==> config.mk <==
export PLATFORM = sky130hd
export DESIGN_NAME = multi_channel_wave_source_flat
export DESIGN_NICKNAME = d
export VERILOG_FILES = /design/src/rtl/multi_channel_wave_source_if.sv /design/src/rtl/multi_channel_wave_source.sv /design/src/flat_wrapper.sv
export SDC_FILE = /design/constraint.sdc
export NUM_CORES = 2
export LEC_CHECK = 0
export ABC_AREA = 1
export CORE_AREA = 2 2 315 239
export DETAILED_ROUTE_END_ITERATION = 16
export DIE_AREA = 0 0 317 241
export GPL_ROUTABILITY_DRIVEN = 0
export PLACE_DENSITY = 0.58
export RECOVER_POWER = 25
export SLEW_MARGIN = 20
export SYNTH_ARGS = -nofsm -noshare
export SYNTH_HDL_FRONTEND = slang
export SYNTH_HIERARCHICAL = 1
export SYNTH_SLANG_ARGS = --single-unit
==> constraint.sdc <==
create_clock -name i_clk -period 16.31 [get_ports i_clk]
set_input_delay 3.262 -clock i_clk [delete_from_list [all_inputs] [get_ports i_clk]]
set_output_delay 3.262 -clock i_clk [all_outputs]
set_load 0.01 [all_outputs]
==> src/rtl/multi_channel_wave_source_if.sv <==
// Control, configuration and sample bus of the multi-channel periodic wave source.
// The master drives the strobes and config writes; the slave returns samples and status.
interface multi_channel_wave_source_if #(
  parameter int NCH   = 2,
  parameter int OUT_W = 16
);
  localparam int CW = (NCH > 1) ? $clog2(NCH) : 1;

  logic                   tick;
  logic                   sync;
  logic                   cfg_we;
  logic [CW-1:0]          cfg_ch;
  logic [2:0]             cfg_addr;
  logic [31:0]            cfg_wdata;
  logic                   cfg_err;
  logic                   commit;
  logic                   commit_pend;
  logic                   out_valid;
  logic [NCH*OUT_W-1:0]   out_data;

  modport master (
    output tick, sync, cfg_we, cfg_ch, cfg_addr, cfg_wdata, commit,
    input  cfg_err, commit_pend, out_valid, out_data
  );

  modport slave (
    input  tick, sync, cfg_we, cfg_ch, cfg_addr, cfg_wdata, commit,
    output cfg_err, commit_pend, out_valid, out_data
  );
endinterface

==> src/rtl/multi_channel_wave_source.sv <==
// NCH independent phase-accumulator wave sources with shadow/active config banks.
// Each sample set appears two clocks after its tick; PHASE_W and OUT_W must not exceed 32.
module multi_channel_wave_source_lane #(
  parameter int PHASE_W = 24,
  parameter int AMP_W   = 12,
  parameter int OUT_W   = 16
) (
  input  logic             i_clk,
  input  logic             i_rst_n,
  input  logic             i_we,
  input  logic [2:0]       i_addr,
  input  logic [31:0]      i_wdata,
  input  logic             i_apply,
  input  logic             i_adv,
  input  logic             i_sync,
  input  logic             i_sample,
  output logic [OUT_W-1:0] o_data
);
  localparam int SW = OUT_W + 2;
  localparam logic signed [AMP_W-1:0] W_MAX = {1'b0, {(AMP_W-1){1'b1}}};
  localparam logic signed [SW-1:0]    Y_MAX = SW'(2**(OUT_W-1) - 1);
  localparam logic signed [SW-1:0]    Y_MIN = SW'(-(2**(OUT_W-1)));

  typedef struct packed {
    logic [PHASE_W-1:0]      freq;
    logic [PHASE_W-1:0]      phase;
    logic [AMP_W-1:0]        amp;
    logic signed [OUT_W-1:0] offset;
    logic                    en;
    logic [1:0]              mode;
  } cfg_t;

  cfg_t                      r_shadow, r_active, w_cfg;
  logic [PHASE_W-1:0]        r_acc;
  logic [OUT_W-1:0]          r_out;
  logic [PHASE_W-1:0]        w_p;
  logic [PHASE_W+AMP_W-1:0]  w_pz;
  logic [AMP_W-1:0]          w_t;
  logic [AMP_W-2:0]          w_u;
  logic signed [AMP_W-1:0]   w_w;
  logic signed [2*AMP_W:0]   w_prod, w_scl;
  logic signed [SW-1:0]      w_sum;
  logic [OUT_W-1:0]          w_sat;
  logic                      w_unused;

  assign w_unused = ^{i_wdata, w_pz};

  always_ff @(posedge i_clk) begin
    if (!i_rst_n) begin
      r_shadow <= '0;
    end else if (i_we) begin
      case (i_addr)
        3'd0: r_shadow.freq   <= i_wdata[PHASE_W-1:0];
        3'd1: r_shadow.phase  <= i_wdata[PHASE_W-1:0];
        3'd2: r_shadow.amp    <= i_wdata[AMP_W-1:0];
        3'd3: r_shadow.offset <= i_wdata[OUT_W-1:0];
        3'd4: begin
          r_shadow.mode <= i_wdata[1:0];
          r_shadow.en   <= i_wdata[4];
        end
        default: ;
      endcase
    end
  end

  // the apply tick already accumulates with the freshly committed bank
  assign w_cfg = i_apply ? r_shadow : r_active;

  always_ff @(posedge i_clk) begin
    if (!i_rst_n) begin
      r_active <= '0;
      r_acc    <= '0;
    end else begin
      if (i_apply) r_active <= r_shadow;
      if (i_sync)
        r_acc <= '0;
      else if (i_adv && w_cfg.en)
        r_acc <= r_acc + w_cfg.freq;
    end
  end

  assign w_p  = r_acc + r_active.phase;
  assign w_pz = {w_p, {AMP_W{1'b0}}};
  assign w_t  = w_pz[PHASE_W+AMP_W-1 -: AMP_W];
  assign w_u  = w_t[AMP_W-1] ? ~w_t[AMP_W-2:0] : w_t[AMP_W-2:0];

  always_comb begin
    w_w = W_MAX;
    case (r_active.mode)
      2'd1:    w_w = w_p[PHASE_W-1] ? -W_MAX : W_MAX;
      2'd2:    w_w = w_t ^ {1'b1, {(AMP_W-1){1'b0}}};
      2'd3:    w_w = {w_u, 1'b0} - W_MAX;
      default: ;
    endcase
  end

  assign w_prod = w_w * $signed({1'b0, r_active.amp});
  assign w_scl  = w_prod >>> AMP_W;
  assign w_sum  = SW'($signed(r_active.offset)) + SW'(w_scl);

  always_comb begin
    w_sat = OUT_W'(w_sum);
    if (w_sum > Y_MAX)
      w_sat = OUT_W'(Y_MAX);
    else if (w_sum < Y_MIN)
      w_sat = OUT_W'(Y_MIN);
  end

  always_ff @(posedge i_clk) begin
    if (!i_rst_n)
      r_out <= '0;
    else if (i_sample)
      r_out <= r_active.en ? w_sat : r_active.offset;
  end

  assign o_data = r_out;
endmodule

module multi_channel_wave_source #(
  parameter int NCH     = 2,
  parameter int PHASE_W = 24,
  parameter int AMP_W   = 12,
  parameter int OUT_W   = 16
) (
  input  logic                          i_clk,
  input  logic                          i_rst_n,
  multi_channel_wave_source_if.slave    io_bus
);
  localparam int CW     = (NCH > 1) ? $clog2(NCH) : 1;
  localparam int STAGES = 2;

  logic [STAGES:1]             r_vld_pipe;
  logic                        r_commit_pend;
  logic                        r_cfg_err;
  logic                        w_apply;
  logic                        w_bad;
  logic                        w_ch_oob;
  logic [NCH-1:0]              w_lane_we;
  logic [NCH-1:0][OUT_W-1:0]   w_lane_out;

  // only a non-power-of-two channel count leaves unused channel codes
  generate
    if ((1 << CW) > NCH) begin : g_oob
      assign w_ch_oob = 32'(io_bus.cfg_ch) >= NCH;
    end else begin : g_no_oob
      assign w_ch_oob = 1'b0;
    end
  endgenerate

  assign w_bad   = (io_bus.cfg_addr > 3'd4) | w_ch_oob;
  assign w_apply = io_bus.tick & (io_bus.commit | r_commit_pend);

  always_ff @(posedge i_clk) begin
    if (!i_rst_n) begin
      r_vld_pipe    <= '0;
      r_commit_pend <= 1'b0;
      r_cfg_err     <= 1'b0;
    end else begin
      r_vld_pipe    <= {r_vld_pipe[STAGES-1:1], io_bus.tick};
      r_commit_pend <= ~w_apply & (io_bus.commit | r_commit_pend);
      r_cfg_err     <= io_bus.cfg_we & w_bad;
    end
  end

  for (genvar k = 0; k < NCH; k++) begin : g_lane
    assign w_lane_we[k] = io_bus.cfg_we & ~w_bad & (io_bus.cfg_ch == CW'(k));

    multi_channel_wave_source_lane #(
      .PHASE_W (PHASE_W),
      .AMP_W   (AMP_W),
      .OUT_W   (OUT_W)
    ) u_lane (
      .i_clk    (i_clk),
      .i_rst_n  (i_rst_n),
      .i_we     (w_lane_we[k]),
      .i_addr   (io_bus.cfg_addr),
      .i_wdata  (io_bus.cfg_wdata),
      .i_apply  (w_apply),
      .i_adv    (io_bus.tick),
      .i_sync   (io_bus.sync),
      .i_sample (r_vld_pipe[1]),
      .o_data   (w_lane_out[k])
    );
  end

  assign io_bus.out_data    = w_lane_out;
  assign io_bus.out_valid   = r_vld_pipe[STAGES];
  assign io_bus.commit_pend = r_commit_pend;
  assign io_bus.cfg_err     = r_cfg_err;
endmodule

==> src/flat_wrapper.sv <==
// flat-port wrapper written by rule: the top's interface ports become plain ports
module multi_channel_wave_source_flat 
#(
  parameter int NCH     = 2,
  parameter int PHASE_W = 24,
  parameter int AMP_W   = 12,
  parameter int OUT_W   = 16
)
  (i_clk, i_rst_n, io_bus_tick, io_bus_sync, io_bus_cfg_we, io_bus_cfg_ch, io_bus_cfg_addr, io_bus_cfg_wdata, io_bus_commit, io_bus_cfg_err, io_bus_commit_pend, io_bus_out_valid, io_bus_out_data);
  multi_channel_wave_source_if #(.NCH(NCH), .OUT_W(OUT_W)) io_bus_i ();
  input  logic i_clk;
  input  logic i_rst_n;
  input wire logic [$bits(io_bus_i.tick)-1:0] io_bus_tick;
  input wire logic [$bits(io_bus_i.sync)-1:0] io_bus_sync;
  input wire logic [$bits(io_bus_i.cfg_we)-1:0] io_bus_cfg_we;
  input wire logic [$bits(io_bus_i.cfg_ch)-1:0] io_bus_cfg_ch;
  input wire logic [$bits(io_bus_i.cfg_addr)-1:0] io_bus_cfg_addr;
  input wire logic [$bits(io_bus_i.cfg_wdata)-1:0] io_bus_cfg_wdata;
  input wire logic [$bits(io_bus_i.commit)-1:0] io_bus_commit;
  output wire logic [$bits(io_bus_i.cfg_err)-1:0] io_bus_cfg_err;
  output wire logic [$bits(io_bus_i.commit_pend)-1:0] io_bus_commit_pend;
  output wire logic [$bits(io_bus_i.out_valid)-1:0] io_bus_out_valid;
  output wire logic [$bits(io_bus_i.out_data)-1:0] io_bus_out_data;
  assign io_bus_i.tick = io_bus_tick;
  assign io_bus_i.sync = io_bus_sync;
  assign io_bus_i.cfg_we = io_bus_cfg_we;
  assign io_bus_i.cfg_ch = io_bus_cfg_ch;
  assign io_bus_i.cfg_addr = io_bus_cfg_addr;
  assign io_bus_i.cfg_wdata = io_bus_cfg_wdata;
  assign io_bus_i.commit = io_bus_commit;
  assign io_bus_cfg_err = io_bus_i.cfg_err;
  assign io_bus_commit_pend = io_bus_i.commit_pend;
  assign io_bus_out_valid = io_bus_i.out_valid;
  assign io_bus_out_data = io_bus_i.out_data;
  multi_channel_wave_source #(.NCH(NCH), .PHASE_W(PHASE_W), .AMP_W(AMP_W), .OUT_W(OUT_W)) u_core (.i_clk(i_clk), .i_rst_n(i_rst_n), .io_bus(io_bus_i));
endmodule
==> metrics.yaml <==
floorplan:
  die_area_sq_um: 76400
  core_area_sq_um: 73100
  ios: 77
  core.rowCount: 86
  initial_utilization: 0.449
  die_x_microns: 317
  die_h_microns: 241
setup_path:
  cp.buffers_inverters: 7
  cp_cell_sequence: "clkbuf_1 -> clkbuf_1 -> inv_1 -> clkbuf_1 -> nor2_1 -> buf_4 -> inv_1 -> nor2_1 -> o21ai_0 -> inv_1"
  r2r_setup_slack_ns: 7.26
  rr_worst_depth: 42
  worst-path-stages: 10
  worst-setup-path-type: "input pin to flop"
  cp_top_family: "buffers and inverters"
  arrival_ns: 10.13
  max_stage_delay_ns: 2.09
  cp-start-kind: "input pin"
  endpoint: "u_core/g_lane[0].u_lane/r_acc[11]"
  reg2reg_to: "u_core/g_lane[1].u_lane/o_data[10]"
  cp_max_fo: 82
  critPathLaunch: "i_rst_n"
  cp_slowest_cell: "clkbuf_1"
  end_kind: "flop"
  cp.required_ns: 16.85
  crit-reg2reg-launch: "u_core/g_lane[1].u_lane/r_acc[17]"
timing:
  rsz0062_at_grt: "no"
  tightest_slew_ns: 4.71
  finalCriticalPeriod_ns: 9.58
  fmax_ghz: 0.104
  relSlewSlack: -2.14
  whs_ns: 0.439
  finalHoldViolCount: 0
  skew_ns: 0.0271
  setup_violations: 0
  fin_tns_setup_ns: 0
  layout_setup_ws_ns: 6.73
  slew_violations: 281
  period_share: 0.588
clock_network:
  worstSkewPairLatency_ns: 0.60
  cts-root-buf: "clkbuf_16"
  ctsResizeCount: 0
  cts_tree: "built"
  postCtsHoldBufs: 0
  clk_pin_slew_ns: 0.08
  htreeDepth: 2
  cts.sinks: 400
  cts_buffer_depth: 3
  cts_inserted_buffers: 43
  cts_setup_buffers: 0
power_and_ir_drop:
  irDropWorstVdd_mv: 0.0762
  power_density_nw_per_um2: 111
  design_power_total_uw: 3960
  p_leak_uw: 0.0184
worst_hold_path:
  min_from: "u_core/g_lane[1].u_lane/r_shadow[8]"
  hp-class: "flop to flop"
synthesis:
  syn_avg_cell_area_sq_um: 6.79
  yosysSeqAreaShare: 0.244
  async_flop_share: 0
  synth_nets: 5352
  synth_edf_count: 0
  syn_inst: 4838
  ys_seq_elements: 400
  yosys_warnings: 6
  synth_cell_types: 45
  ys.flop_type: "dfxtp_1"
  synth.cell_area_sq_um: 32800
global_route:
  grt_first_pass_wirelength_mm: 150
  grt_max_degree: 131
  grt_pass1_vias: 26600
  antenna_found_initial: 6
  grt_overflow: 0
  grt_usage: 0.249
route:
  wl_mm: 95.3
  wire_per_inst_microns: 16.4
  final_antenna_net_count: 0
  drc: 0
  via_per_inst: 5.07
  vias: 29500
  dr.pass1.iters: 6
  drt-initial-drc-count: 2568
place:
  pre_cts_ws_ns: 7.29
  port_buffers: 68
  hpwl_mm: 72.9
final_layout:
  filler_cell_count: 7495
  syn_to_final_growth_pct: 8.73
  finish.net_count: 5329
  multi_input_area_sq_um: 21300
  layout-drive-gt1-share: 0.0464
  fin_util: 0.489
  seq_area_sq_um: 8010
flow_run:
  cap_violations: 3
run_status:
  failed_checks: "capacitance limit, slew limit"
  status: "finished, violations left"
## report_power, final
| part | internal (uW) | switching [uW] |
|---|---|---|
| clock | 589 | 448 |
| sequential | 1010 | 44.9 |
| combinational | 690 | 1170 |
## worst min path at each step
stage	end	cells past startpoint	slack (ns)
after detailed placement	u_core/g_lane[1].u_lane/r_shadow[6]	2	0.45
after CTS	u_core/g_lane[1].u_lane/r_active[8]	2	0.44
after global placement	u_core/g_lane[1].u_lane/r_shadow[78]	2	0.44
final	u_core/g_lane[1].u_lane/r_active[8]	2	0.44
after global routing	u_core/g_lane[0].u_lane/r_shadow[78]	2	0.47
after floorplan	u_core/g_lane[0].u_lane/r_shadow[78]	2	0.43
## cells by family after synthesis
logic type,after synthesis,synth area share
adders and majority gates,472,0.226
xor gates and xnor gates,73,0.0195
DFF,400,0.244
and+or+nand+nor,2122,0.269
AOI/OAI and AO/OA,840,0.133
buffers and inverters,931,0.109
## synth_stat cells, types with 18 or more instances
cell	n	area (sq um)
ha_1	270	3380
a21oi_1	414	2070
fa_1	202	4040
nand2_1	1157	4340
inv_1	765	2870
nand2_2	58	363
nand3_1	126	631
xor2_1	56	490
nand4_1	45	282
clkbuf_1	122	458
nand3_2	20	200
o21ai_0	364	1820
nor2_1	641	2410
nor3_1	18	90.1
dfxtp_1	400	8010
## tightest hold or removal path, stage by stage, from the launching register on
cell and delay, ns:
dfxtp_1 0.30, inv_1 0.06, a21oi_1 0.06
## placed cells by master, fill, tap and decap left out, drive strengths merged
| cell type | n |
|---|---|
| dfxtp | 400 |
| dlygate4sd3 | 35 |
| o221ai | 1 |
| a31oi | 1 |
| a21boi | 4 |
| o211ai | 17 |
| diode | 2 |
| nor3 | 18 |
| fa | 202 |
| clkinv | 14 |
| o21a | 4 |
| bufinv | 5 |
| o21ai | 369 |
| a221oi | 2 |
| and2 | 1 |
| nor2 | 663 |
| xor2 | 56 |
| nand3b | 7 |
| a211oi | 4 |
| a21o | 12 |
| clkdlybuf4s50 | 32 |
| or2 | 8 |
| nand4 | 47 |
| a21oi | 416 |
| clkbuf | 61 |
| nand3 | 146 |
| ha | 270 |
| clkinvlp | 2 |
| inv | 776 |
| nand2 | 1224 |
| o21bai | 10 |
| xnor2 | 17 |
| nor4 | 8 |
| buf | 16 |
## registers in the layout, summed over array words and instances (netlist names)
signal and flops:
u_core/r_vld_pipe 2, u_core/g_lane.u_lane/r_active 158, u_core/g_lane.u_lane/r_shadow 158, u_core/io_bus.cfg_err 1, u_core/g_lane.u_lane/o_data 32, u_core/io_bus.commit_pend 1
u_core/g_lane.u_lane/r_acc 48
## per-layer routing
layer	GRT usage	vias up	routed length (microns)
met1	0.399	13500	50600
li1	-	15100	-
met4	0.0387	8	1110
met3	0.0452	78	6600
met5	0	-	46
met2	0.344	786	36900
## through the flow
step / cells / cell area (sq um)
finish: 5818 / 35700
global route: 5816 / 35700
CTS: 5816 / 35700
detailed placement: 5738 / 34200
global placement: 5738 / 34200
floorplan: 4838 / 32800
## cell type report
| class | count | area share |
|---|---|---|
| Antenna cell | 2 | 0.000140 |
| Clock buffer | 57 | 0.0325 |
| Clock inverter | 21 | 0.00862 |
| Inverter | 776 | 0.0816 |
| Multi-Input combinational cell | 3507 | 0.596 |
| Sequential cell | 400 | 0.224 |
| Tap cell | 968 | 0.0339 |
| Timing Repair Buffer | 87 | 0.0226 |
Note: power is estimated with default switching activity, not from simulation.
